## config.mk

```make
export PLATFORM = sky130hd
export DESIGN_NAME = cordic_vector
export DESIGN_NICKNAME = d
export VERILOG_FILES = /design/src/rtl/cordic_vector.sv
export SDC_FILE = /design/constraint.sdc
export NUM_CORES = 1
export LEC_CHECK = 0
export CAP_MARGIN = 0
export CORE_ASPECT_RATIO = 0.6
export CORE_MARGIN = 5
export CORE_UTILIZATION = 45
export CTS_CLUSTER_DIAMETER = 30
export DETAILED_ROUTE_END_ITERATION = 7
export PLACE_DENSITY = 0.72
export SLEW_MARGIN = 40
export SYNTH_ARGS = -nofsm -noshare
export SYNTH_HDL_FRONTEND = slang
export SYNTH_SLANG_ARGS = --single-unit
```

## constraint.sdc

```tcl
create_clock -name clk -period 5.64 [get_ports clk]
set_clock_uncertainty 0.1 [all_clocks]
set_input_delay 1.128 -clock clk [delete_from_list [all_inputs] [get_ports clk]]
set_output_delay 1.128 -clock clk [all_outputs]
set_load 0.005 [all_outputs]
```

## src/rtl/cordic_vector.sv

```systemverilog
// rtl/cordic_vector.sv - iterative CORDIC vectoring engine, (x,y) -> magnitude and atan2 angle.
// Optional gain compensation stage when GAIN_COMP_EN is defined.

module cordic_atan_lut (
    input  logic [3:0]  count,
    output logic [17:0] atan
);
    // atan(2^-i) in Q2.16 radians, rounded to nearest
    always_comb begin
        case (count)
            4'd0:  atan = 18'd51472;
            4'd1:  atan = 18'd30386;
            4'd2:  atan = 18'd16055;
            4'd3:  atan = 18'd8150;
            4'd4:  atan = 18'd4091;
            4'd5:  atan = 18'd2047;
            4'd6:  atan = 18'd1024;
            4'd7:  atan = 18'd512;
            4'd8:  atan = 18'd256;
            4'd9:  atan = 18'd128;
            4'd10: atan = 18'd64;
            4'd11: atan = 18'd32;
            4'd12: atan = 18'd16;
            4'd13: atan = 18'd8;
            4'd14: atan = 18'd4;
            4'd15: atan = 18'd2;
        endcase
    end
endmodule

module cordic_vector #(
    parameter int DW   = 18,
    parameter int ITER = 16
) (
    input  logic                 clk,
    input  logic                 rst_n,
    input  logic                 start,
    input  logic signed [DW-1:0] x_in,
    input  logic signed [DW-1:0] y_in,
    output logic                 busy,
    output logic                 done,
    output logic [DW+1:0]        mag_out,
    output logic signed [18:0]   angle_out
);
    localparam int XW = DW + 2;
    localparam logic signed [18:0] HALF_PI = 19'sd102944;

    typedef enum logic [1:0] {IDLE, ITERATE, COMP} state_t;

    state_t               state, state_nxt;
    logic signed [XW-1:0] x_r, y_r;
    logic signed [18:0]   z_r;
    logic [3:0]           cnt;
    logic [17:0]          atan;
    logic signed [XW-1:0] x_ext, y_ext, x_sh, y_sh, x_nxt, y_nxt;
    logic signed [18:0]   atan_z, z_nxt;
    logic                 last;

    cordic_atan_lut u_lut (
        .count (cnt),
        .atan  (atan)
    );

    // two guard bits keep the negation of the most negative input representable
    assign x_ext  = {{2{x_in[DW-1]}}, x_in};
    assign y_ext  = {{2{y_in[DW-1]}}, y_in};
    assign atan_z = {1'b0, atan};
    assign x_sh   = x_r >>> cnt;
    assign y_sh   = y_r >>> cnt;
    assign last   = (cnt == 4'(ITER - 1));

    always_comb begin
        x_nxt = x_r;
        y_nxt = y_r;
        z_nxt = z_r;
        if (!y_r[XW-1]) begin
            x_nxt = x_r + y_sh;
            y_nxt = y_r - x_sh;
            z_nxt = z_r + atan_z;
        end else begin
            x_nxt = x_r - y_sh;
            y_nxt = y_r + x_sh;
            z_nxt = z_r - atan_z;
        end
    end

`ifdef GAIN_COMP_EN
    localparam logic signed [16:0] INV_GAIN = 17'sd39797;
    logic signed [XW+16:0] gain_prod;
    assign gain_prod = x_r * INV_GAIN;
`endif

    always_ff @(posedge clk or negedge rst_n) begin
        if (!rst_n) state <= IDLE;
        else        state <= state_nxt;
    end

    always_comb begin
        state_nxt = state;
        case (state)
            IDLE:    if (start) state_nxt = ITERATE;
`ifdef GAIN_COMP_EN
            ITERATE: if (last) state_nxt = COMP;
`else
            ITERATE: if (last) state_nxt = IDLE;
`endif
            COMP:    state_nxt = IDLE;
            default: state_nxt = IDLE;
        endcase
    end

    always_ff @(posedge clk or negedge rst_n) begin
        if (!rst_n) begin
            busy      <= 1'b0;
            done      <= 1'b0;
            mag_out   <= '0;
            angle_out <= '0;
            cnt       <= '0;
            x_r       <= '0;
            y_r       <= '0;
            z_r       <= '0;
        end else begin
            done <= 1'b0;
            case (state)
                IDLE: begin
                    if (start) begin
                        busy <= 1'b1;
                        cnt  <= '0;
                        // quadrant pre-rotation brings the vector into the right half-plane
                        if (!x_in[DW-1]) begin
                            x_r <= x_ext;
                            y_r <= y_ext;
                            z_r <= '0;
                        end else if (!y_in[DW-1]) begin
                            x_r <= y_ext;
                            y_r <= -x_ext;
                            z_r <= HALF_PI;
                        end else begin
                            x_r <= -y_ext;
                            y_r <= x_ext;
                            z_r <= -HALF_PI;
                        end
                    end
                end
                ITERATE: begin
                    x_r <= x_nxt;
                    y_r <= y_nxt;
                    z_r <= z_nxt;
                    if (last) begin
                        cnt <= '0;
`ifndef GAIN_COMP_EN
                        mag_out   <= x_nxt;
                        angle_out <= z_nxt;
                        done      <= 1'b1;
                        busy      <= 1'b0;
`endif
                    end else begin
                        cnt <= cnt + 4'd1;
                    end
                end
`ifdef GAIN_COMP_EN
                COMP: begin
                    mag_out   <= gain_prod[XW+15:16];
                    angle_out <= z_r;
                    done      <= 1'b1;
                    busy      <= 1'b0;
                end
`endif
                default: ;
            endcase
        end
    end
endmodule

```

==> parameters.txt, run 1 <==
Parameter                              Value

Place
  Count of input and output buffers    79
  Place WS    0.2743 ns
  Estimated wirelength of the detail-placed design    30.32 mm
  Final weighted congestion in routability-driven placement    1.069
  Post-DP Area    12730 sq um

Global routing
  Global-route wire length before repair    61.31 mm
  Antenna violations before repair    0
  Overflow after GRT    0
  Via count of the first global-routing pass    10300
  Overall track demand over capacity in global routing    0.2667
  Maximum number of pins on one net before global-route repair    71

Drt
  Ratio of routed vias to standard cells    6.309
  Number of violations reported at the end of detailed-routing iteration 0    about 1600
  Wire per inst    22.30 um
  Post-detailed-route count of antenna-violating nets    0
  Total iterations of the first detailed-routing run    6
  Vias after detailed routing    11330
  Routed WL    40.04 mm
  DRC violations left    0

Floorplanning
  Chip Height    134.1 um
  Width of the die    about 220 um
  Number of core rows    45
  Number of primary I/O pins    80
  Core area    around 25000 sq um
  Floorplan die area    29100 sq um
  Initial Util    0.4572

Final layout
  Net count of the finished layout    1574
  Area of all placed cells without fillers    13120 sq um
  Fraction of layout cells with a size suffix above 1    0.1113
  Number of fill cells in the layout    2364
  Layout-stage area growth over the synthesis result    13.53%

Worst setup path
  Total stage count of the critical path    19
  CP Capture Point    y_r[18]
  Required time of the worst setup path    5.78 ns
  Register-to-register setup slack    roughly 0.24 ns
  Critical Path Start Type    flip-flop
  Reg-to-Reg Start    cnt[2]
  FF-to-FF path depth    19
  Crit-path max cell delay    between 0.5 and 0.6 ns
  Kind of end point of the critical path    flip-flop
  Data arrival time of the worst path    5.54 ns
  Series of cell instances along the critical path    buf_12 -> buf_4 -> mux2i_1 -> mux2i_1 -> o32a_1 -> o22ai_1 -> and4_1 -> and3_1 -> nor2_1 -> xnor2_1 -> ha_1 -> and3_1 -> nand3_1 -> a211o_1 -> a41oi_1 -> or4_1 -> a31oi_1 -> xor2_1 -> o21ai_0
  Buf/Inv on CP    2
  Top Family by Delay on Critical Path    simple AND/OR/NAND/NOR gates
  Destination of the worst register-to-register timing path    y_r[18]
  Slowest stage cell on the critical path    sky130_fd_sc_hd__dfrtp_4
  Kind of critical path    flip-flop to flip-flop
  Launch point of the worst path    cnt[2]
  Highest net fanout along the worst path    27

Timing
  Tightest slew margin relative to the limit    0.4206
  Final Cycle Share    0.9568
  Transition at the pin with the smallest max-transition slack    0.8692 ns
  Setup-violating endpoint count in the final report    0
  Final period demand of the worst path    5.396 ns
  Final count of hold timing violations    0
  Smallest setup slack after layout    approximately 0.24 ns
  RSZ-0062 raised after global routing    yes
  Number of pins exceeding their max-slew limit in the final report    0
  Max frequency    about 190 MHz

Status
  Outcome    finished, final reports clean

Synthesis
  Biggest area contributors in the synthesized netlist    sky130_fd_sc_hd__dfrtp_1, sky130_fd_sc_hd__ha_1, sky130_fd_sc_hd__xnor2_1, sky130_fd_sc_hd__o21ai_0, sky130_fd_sc_hd__a21oi_1
  Primary FF master, synth    sky130_fd_sc_hd__dfrtp_1
  Library cell with the highest instance count after synthesis    sky130_fd_sc_hd__nand2_1
  Most frequent cells after synthesis    sky130_fd_sc_hd__nand2_1, sky130_fd_sc_hd__nor2_1, sky130_fd_sc_hd__o21ai_0
  Avg Cell Area, Syn    around 8 sq um
  Async set or reset register ratio after synthesis    1.000
  Synthesis-stage register bit count    104
  Synthesized instance count    ~1400
  Library cells used by synthesis    90
  EDFF count, synth    0
  Fraction of synthesized cell area taken by the top area cell type    0.2252
  Netlist area before placement    11560 sq um
  Leading area contributor after synthesis    sky130_fd_sc_hd__dfrtp_1
  Part of the Yosys area used for sequential elements    0.2252
  YS warnings    0
  Post-Syn Nets    1523

Clock network
  Hold bufs inserted after CTS    0
  TritonCTS Buffers    9
  Buffer cell driving the clock tree root    sky130_fd_sc_hd__clkbuf_16
  Number of sinks handled by clock tree synthesis    104
  Clock slew at the register clock pins of the worst setup and hold paths    0.09 ns
  Clock latency at the later pin of the worst-skew pair    0.38 ns
  Clock tree from TritonCTS    yes
  H-tree depth    3
  Longest Clk Path Bufs    2

Flow run
  Max-cap violations    0

Hold path
  Class of the most critical hold timing path    flip-flop to flip-flop
[layer usage]
| layer | routed length (um) | GRT usage | vias up |
|---|---|---|---|
| met5 | 145 | 0.03667 | - |
| met4 | 340 | 0.03472 | 2 |
| met3 | 5854 | 0.1040 | 37 |
| met2 | 14760 | 0.3383 | 669 |
| met1 | 18930 | 0.4233 | 5355 |
| li1 | - | - | 5262 |
[state kept, by name, summed over array words and instances (netlist names)]
name	cells
angle_out	19
busy	1
cnt	4
done	1
mag_out	20
x_r	20
y_r	20
z_r	19
[final cells by class]
type,count,area (sq um),share of cell area
antenna,1,2.502,0.0001907
multi-input combinational,1168,8381,0.6386
sequential,104,2614,0.1992
timing repair buffer,129,1224,0.09325
clock inverter,7,82.58,0.006293
inverter,48,182.7,0.01392
tap,329,411.6,0.03137
clock buffer,9,225.2,0.01716
[cell usage in the layout (no fill, tap or decap), types with 6 or more instances in the layout]
cell type                         Yosys  final
sky130_fd_sc_hd__a211oi_1            39     37
sky130_fd_sc_hd__a21o_1              19     19
sky130_fd_sc_hd__a21oi_1            108    108
sky130_fd_sc_hd__a221o_1              9      9
sky130_fd_sc_hd__a31oi_1             22     22
sky130_fd_sc_hd__and2_1              10     10
sky130_fd_sc_hd__and3_1              12     12
sky130_fd_sc_hd__buf_4                3     44
sky130_fd_sc_hd__clkbuf_16            0     10
sky130_fd_sc_hd__clkdlybuf4s50_1      0     77
sky130_fd_sc_hd__dfrtp_1            104     99
sky130_fd_sc_hd__ha_1                72     72
sky130_fd_sc_hd__inv_1               44     43
sky130_fd_sc_hd__mux2_2              38     38
sky130_fd_sc_hd__mux2i_1             53     51
sky130_fd_sc_hd__mux4_2              18     18
sky130_fd_sc_hd__nand2_1            136    136
sky130_fd_sc_hd__nand2b_1            18     18
sky130_fd_sc_hd__nand3_1             20     20
sky130_fd_sc_hd__nor2_1             128    128
sky130_fd_sc_hd__nor2b_1             18     17
sky130_fd_sc_hd__nor3_1              26     26
sky130_fd_sc_hd__nor4_1               6      6
sky130_fd_sc_hd__o211ai_1             9      9
sky130_fd_sc_hd__o21a_1              10     10
sky130_fd_sc_hd__o21ai_0            111    111
sky130_fd_sc_hd__o21ai_1              9      9
sky130_fd_sc_hd__o22ai_1             19     19
sky130_fd_sc_hd__o31a_1               7      7
sky130_fd_sc_hd__o31ai_1              9      9
sky130_fd_sc_hd__or3_1                7      7
sky130_fd_sc_hd__or4_1                6      6
sky130_fd_sc_hd__xnor2_1             71     71
sky130_fd_sc_hd__xor2_1              48     48
[through the flow]
step	hold slack [ns]	cells	TNS (ns)	utilization
2_1_floorplan	0.3563	1409	0	-
6_report	0.3813	1795	0	0.5191
3_3_place_gp	0.3600	1772	0	0.5027
4_1_cts	0.3872	1789	0	0.5157
5_1_grt	0.4012	1794	-0.01028	0.5190
3_5_place_dp	0.3662	1773	0	0.5035
[cell families (layout without fill, tap and decap cells)]
family,Yosys count,after routing,share of synthesized area
buf+inv,137,193,0.05272
xor+xnor,121,121,0.09418
flops,104,104,0.2252
mux,118,118,0.1317
other cells,0,1,0
simple gates,420,420,0.1723
fa+ha+maj,75,75,0.08313
compound gates,434,434,0.2407
[timing repair]
| action | CTS | global route |
|---|---|---|
| setup buffers | 0 | 4 |
| setup endpoints to repair | 0 | 8 |
| gates resized for setup | 0 | 7 |
[worst min-delay path: stages (launching register included)]
cell,delay [ns]
sky130_fd_sc_hd__dfrtp_1,0.35
sky130_fd_sc_hd__nand2_1,0.05
sky130_fd_sc_hd__o21ai_0,0.06
[worst min path at each step]
stage,startpoint,to,slack (ns),cells past startpoint
floorplan,z_r[2],z_r[2],0.36,2
global placement,angle_out[5],angle_out[5],0.36,2
detailed placement,mag_out[6],mag_out[6],0.37,2
CTS,mag_out[6],mag_out[6],0.39,2
global route,mag_out[6],mag_out[6],0.40,2
finish,angle_out[12],angle_out[12],0.38,2
Power of run 1 is not shown: default switching activity piles up to over one toggle a cycle in this logic, so the estimate is an artifact.
==> run 2, diff against run 1 <==
==> constraint.sdc (replaced) <==
create_clock -name clk -period 5.64 [get_ports clk]
set_clock_uncertainty 0.1 [all_clocks]
set_input_delay 1.128 -clock clk [delete_from_list [all_inputs] [get_ports clk]]
set_output_delay 1.128 -clock clk [all_outputs]
set_load 0.1 [all_outputs]
==> parameters.txt, run 2 (synthesis results as in run 1) <==
Parameter                              Value

Global routing
  Antenna violations before repair    0
  Overall track demand over capacity in global routing    0.2774
  Global-route wire length before repair    63.16 mm
  Via count of the first global-routing pass    10400
  Overflow after GRT    0
  Maximum number of pins on one net before global-route repair    91

Timing
  Tightest slew margin relative to the limit    0.3428
  Fin Hold WS    0.3775 ns
  RSZ-0062 raised after global routing    no
  Transition at the pin with the smallest max-transition slack    slightly below 1 ns
  Setup-violating endpoint count in the final report    0
  Fin Setup TNS    0 ns
  Number of pins exceeding their max-slew limit in the final report    0
  Final Cycle Share    0.9507
  Final count of hold timing violations    0
  Max frequency    186.5 MHz
  Final period demand of the worst path    5.362 ns

Flow run
  Max-cap violations    0

Worst setup path
  Series of cell instances along the critical path    buf_12 -> mux2_2 -> a221oi_1 -> buf_4 -> a32o_1 -> nor3b_2 -> or3b_1 -> and2_1 -> xnor2_1 -> o22ai_1 -> ha_1 -> a21oi_1 -> o21ai_0 -> a21o_1 -> a41oi_1 -> o211ai_1 -> and3_1 -> or3_1 -> a31oi_1
  Launch point of the worst path    cnt[2]
  Top Family by Delay on Critical Path    compound AO/OA/AOI/OAI gates
  Buf/Inv on CP    2
  FF-to-FF path depth    19
  Highest net fanout along the worst path    35
  Reg-to-Reg Start    cnt[2]
  Critical Path Start Type    flip-flop
  Required time of the worst setup path    5.84 ns
  Slowest stage cell on the critical path    sky130_fd_sc_hd__dfrtp_2
  Register-to-register setup slack    0.28 ns
  Destination of the worst register-to-register timing path    mag_out[19]
  Data arrival time of the worst path    5.57 ns
  Crit-path max cell delay    0.52 ns
  Kind of end point of the critical path    flip-flop
  Kind of critical path    flip-flop to flip-flop

Final layout
  Commonest non-fill, non-tap cells in the layout    sky130_fd_sc_hd__nand2_1, sky130_fd_sc_hd__nor2_1, sky130_fd_sc_hd__o21ai_0, sky130_fd_sc_hd__a21oi_1, sky130_fd_sc_hd__dfrtp_1
  Layout-stage area growth over the synthesis result    11.69%
  Net count of the finished layout    1577
  Area of all placed cells without fillers    about 13000 sq um
  Regs by FF count    mag_out x20, x_r x20, y_r x20
  Share of the core filled with cells    0.5107
  Fraction of layout cells with a size suffix above 1    0.1369
  Most common cell after layout, fill and taps aside    sky130_fd_sc_hd__nand2_1
  Antenna diodes    0

Drt
  Total iterations of the first detailed-routing run    6
  Number of violations reported at the end of detailed-routing iteration 0    1590
  Post-detailed-route count of antenna-violating nets    0
  Wire per inst    22.79 um
  Ratio of routed vias to standard cells    6.349
  Vias after detailed routing    11410
  Routed WL    40.95 mm
  DRC violations left    0

Clock network
  Longest Clk Path Bufs    2
  Number of sinks handled by clock tree synthesis    approximately 100
  Clock latency at the later pin of the worst-skew pair    around 0.39 ns
  Clock slew at the register clock pins of the worst setup and hold paths    0.09 ns
  H-tree depth    3
  Clock tree from TritonCTS    yes
  Setup repair bufs after CTS    0
  Cells resized by post-CTS repair    0
  Buffer cell driving the clock tree root    sky130_fd_sc_hd__clkbuf_16
  TritonCTS Buffers    9
  Hold bufs inserted after CTS    0

Place
  Count of input and output buffers    79
  Estimated wirelength of the detail-placed design    31.66 mm
  Post-DP Area    12590 sq um
  Final weighted congestion in routability-driven placement    1.001

Hold path
  Worst min-delay path startpoint    mag_out[14]
  WHS Path Cells    2
  Destination of the worst hold path    mag_out[14]
  Class of the most critical hold timing path    flip-flop to flip-flop

Floorplanning
  Floorplan die area    29100 sq um
  Number of primary I/O pins    80
  Core area    25280 sq um
  Chip Height    134.1 um
  Width of the die    216.9 um
  Number of core rows    45
  Initial Util    0.4572

Status
  Outcome    finished, final reports clean
run 2: cell count changes in the layout (fill, tap and decap cells not counted), sizes merged:
cell           change
clkbuf             -2
clkinvlp           -1
clkdlybuf4s50     -41
clkinv             +1
diode              -1
buf               +46
run 2: how the worst max path moves through the flow:
stage / slack [ns] / cells after the start / end
2_1_floorplan: 0.46 / 24 / mag_out[19]
3_3_place_gp: 0.39 / 19 / y_r[19]
3_5_place_dp: 0.36 / 19 / mag_out[19]
4_1_cts: 0.32 / 20 / y_r[18]
5_1_grt: 0.01 / 19 / mag_out[19]
6_report: 0.28 / 19 / mag_out[19]
run 2: layout make-up:
class | instances | area [sq um]
fill | 2396 | 12370
multi-input combinational | 1168 | 8361
sequential | 104 | 2610
timing repair buffer | 132 | 1040
tap | 329 | 411.6
clock buffer | 9 | 225.2
inverter | 48 | 181.4
clock inverter | 7 | 81.33
run 2: stage by stage:
stage          instances  setup slack [ns]
2_1_floorplan       1409            0.4644
3_3_place_gp        1780            0.3919
3_5_place_dp        1780            0.3606
4_1_cts             1796            0.3182
5_1_grt             1797           0.01177
6_report            1797            0.2779
run 2: per-layer routing:
metal	global-route usage	vias to the layer above	part of all wire	routed length, um
met3	0.09587	46	0.13	5336
li1	-	5253	-	-
met5	0	-	0	0
met1	0.4570	5469	0.50	20490
met4	0.04525	0	0.0097	397
met2	0.3399	642	0.36	14720
run 2: worst reg2reg max path: stages (launching register included):
cell	delay (ns)
sky130_fd_sc_hd__dfrtp_2	0.52
sky130_fd_sc_hd__buf_12	0.25
sky130_fd_sc_hd__mux2_2	0.41
sky130_fd_sc_hd__a221oi_1	0.41
sky130_fd_sc_hd__buf_4	0.19
sky130_fd_sc_hd__a32o_1	0.24
sky130_fd_sc_hd__nor3b_2	0.23
sky130_fd_sc_hd__or3b_1	0.41
sky130_fd_sc_hd__and2_1	0.26
sky130_fd_sc_hd__xnor2_1	0.16
sky130_fd_sc_hd__o22ai_1	0.10
sky130_fd_sc_hd__ha_1	0.37
sky130_fd_sc_hd__a21oi_1	0.16
sky130_fd_sc_hd__o21ai_0	0.13
sky130_fd_sc_hd__a21o_1	0.19
sky130_fd_sc_hd__a41oi_1	0.25
sky130_fd_sc_hd__o211ai_1	0.16
sky130_fd_sc_hd__and3_1	0.22
sky130_fd_sc_hd__or3_1	0.34
sky130_fd_sc_hd__a31oi_1	0.17
Power of run 2 is left out for the same reason.
==> run 3, diff against run 2 <==
--- a/config.mk
+++ b/config.mk
@@ -11,7 +11,7 @@
 export CORE_UTILIZATION = 45
 export CTS_CLUSTER_DIAMETER = 30
 export DETAILED_ROUTE_END_ITERATION = 7
-export PLACE_DENSITY = 0.72
+export PLACE_DENSITY_LB_ADDON = 0.1
 export SLEW_MARGIN = 40
 export SYNTH_ARGS = -nofsm -noshare
 export SYNTH_HDL_FRONTEND = slang
==> parameters.txt, run 3 (synthesis results as in run 1) <==
Parameter                              Value

Global routing
  Overall track demand over capacity in global routing    0.2782
  Overflow after GRT    0
  Global-route wire length before repair    between 60 and 70 mm
  Antenna violations before repair    0
  Maximum number of pins on one net before global-route repair    71
  Via count of the first global-routing pass    10120

Worst setup path
  Critical Path Start Type    flip-flop
  Highest net fanout along the worst path    15
  Required time of the worst setup path    5.84 ns
  Destination of the worst register-to-register timing path    mag_out[19]
  Kind of end point of the critical path    flip-flop
  FF-to-FF path depth    19
  Data arrival time of the worst path    5.57 ns
  Register-to-register setup slack    roughly 0.27 ns
  Reg-to-Reg Start    cnt[0]
  Kind of critical path    flip-flop to flip-flop

Drt
  Routed WL    approximately 41 mm
  Number of violations reported at the end of detailed-routing iteration 0    1447
  Vias after detailed routing    roughly 11000
  DRC violations left    0
  Wire per inst    22.89 um
  Ratio of routed vias to standard cells    6.292
  Post-detailed-route count of antenna-violating nets    0
  Total iterations of the first detailed-routing run    5

Final layout
  Fraction of layout cells with a size suffix above 1    0.1349
  Regs by FF count    mag_out x20, x_r x20, y_r x20
  Layout-stage area growth over the synthesis result    10.76%
  Most common cell after layout, fill and taps aside    sky130_fd_sc_hd__nand2_1
  Commonest non-fill, non-tap cells in the layout    sky130_fd_sc_hd__nand2_1, sky130_fd_sc_hd__nor2_1, sky130_fd_sc_hd__o21ai_0, sky130_fd_sc_hd__a21oi_1, sky130_fd_sc_hd__dfrtp_1
  Net count of the finished layout    around 1600
  Antenna diodes    0

Flow run
  Max-cap violations    0

Timing
  Final period demand of the worst path    5.368 ns
  Final count of hold timing violations    0
  Transition at the pin with the smallest max-transition slack    about 0.85 ns
  Tightest slew margin relative to the limit    0.4328
  Fin Setup TNS    0 ns
  Max frequency    186.3 MHz
  Number of pins exceeding their max-slew limit in the final report    0
  Final Cycle Share    0.9517
  RSZ-0062 raised after global routing    no
  Setup-violating endpoint count in the final report    0

Clock network
  Buffer cell driving the clock tree root    sky130_fd_sc_hd__clkbuf_16
  Hold bufs inserted after CTS    0
  Number of sinks handled by clock tree synthesis    around 100
  TritonCTS Buffers    9
  Clock slew at the register clock pins of the worst setup and hold paths    ~0.080 ns
  H-tree depth    3
  Clock tree from TritonCTS    yes
  Clock latency at the later pin of the worst-skew pair    0.39 ns
  Longest Clk Path Bufs    2

Floorplanning
  Floorplan die area    29100 sq um
  Number of core rows    45
  Chip Height    around 130 um
  Initial Util    0.4572
  Number of primary I/O pins    80
  Width of the die    216.9 um
  Core area    25280 sq um

Place
  Estimated wirelength of the detail-placed design    about 32 mm
  Final weighted congestion in routability-driven placement    1.020
  Count of input and output buffers    79

Hold path
  Destination of the worst hold path    mag_out[10]
  WHS Path Cells    2
  Class of the most critical hold timing path    flip-flop to flip-flop
  Worst min-delay path startpoint    mag_out[10]

Status
  Outcome    finished, final reports clean
[run 3: what timing repair did]
item | CTS | global route
endpoints found under the setup margin | 0 | 12
buffers inserted | 0 | 1
resized for setup | 0 | 12
[run 3: worst max path at each step]
stage | from | to | cells past startpoint
after floorplan | cnt[3] | mag_out[19] | 24
after global placement | cnt[2] | y_r[19] | 17
after detailed placement | cnt[2] | y_r[19] | 17
after CTS | cnt[2] | y_r[19] | 17
after global routing | cnt[0] | y_r[19] | 20
final | cnt[0] | mag_out[19] | 19
[run 3: area by class of cell]
cell class | instances | area, sq um
Timing Repair Buffer | 125 | 942.2
Clock buffer | 9 | 225.2
Multi-Input combinational cell | 1168 | 8377
Inverter | 48 | 181.4
Sequential cell | 104 | 2613
Fill cell | 2463 | 12480
Clock inverter | 6 | 52.55
Tap cell | 329 | 411.6
[run 3: per-layer routing]
layer	vias to the layer above	GRT usage	wire length (um)
li1	5263	-	-
met1	5413	0.4678	21310
met2	540	0.3436	14870
met3	40	0.07918	4299
met4	0	0.04209	472
met5	-	0	0
[run 3: per-stage QoR]
step	hold slack, ns	setup slack, ns	instances	cell area, sq um	utilization
final	0.3763	0.2722	1789	12800	0.5064
after global routing	0.3985	0.01206	1789	12800	0.5064
after CTS	0.3790	0.1706	1788	12740	0.5041
after detailed placement	0.3603	0.1814	1773	12470	0.4931
after global placement	0.3601	0.2507	1773	12670	0.5011
after floorplan	0.3563	0.4644	1409	11560	-
[run 3: critical path, cell delays in order (launching register included)]
cell                       delay, ns
sky130_fd_sc_hd__dfrtp_4        0.56
sky130_fd_sc_hd__buf_4          0.27
sky130_fd_sc_hd__mux2i_1        0.36
sky130_fd_sc_hd__o22ai_1        0.16
sky130_fd_sc_hd__a221oi_2       0.36
sky130_fd_sc_hd__a32o_1         0.30
sky130_fd_sc_hd__nor3b_2        0.25
sky130_fd_sc_hd__or3b_1         0.42
sky130_fd_sc_hd__and2_1         0.26
sky130_fd_sc_hd__xnor2_1        0.18
sky130_fd_sc_hd__o22ai_1        0.10
sky130_fd_sc_hd__ha_1           0.37
sky130_fd_sc_hd__a21oi_1        0.18
sky130_fd_sc_hd__o21ai_0        0.14
sky130_fd_sc_hd__a21o_1         0.21
sky130_fd_sc_hd__a41oi_2        0.21
sky130_fd_sc_hd__o211ai_1       0.15
sky130_fd_sc_hd__and3_1         0.22
sky130_fd_sc_hd__or3_1          0.34
sky130_fd_sc_hd__a31oi_1        0.16
Power of run 3 is left out for the same reason.
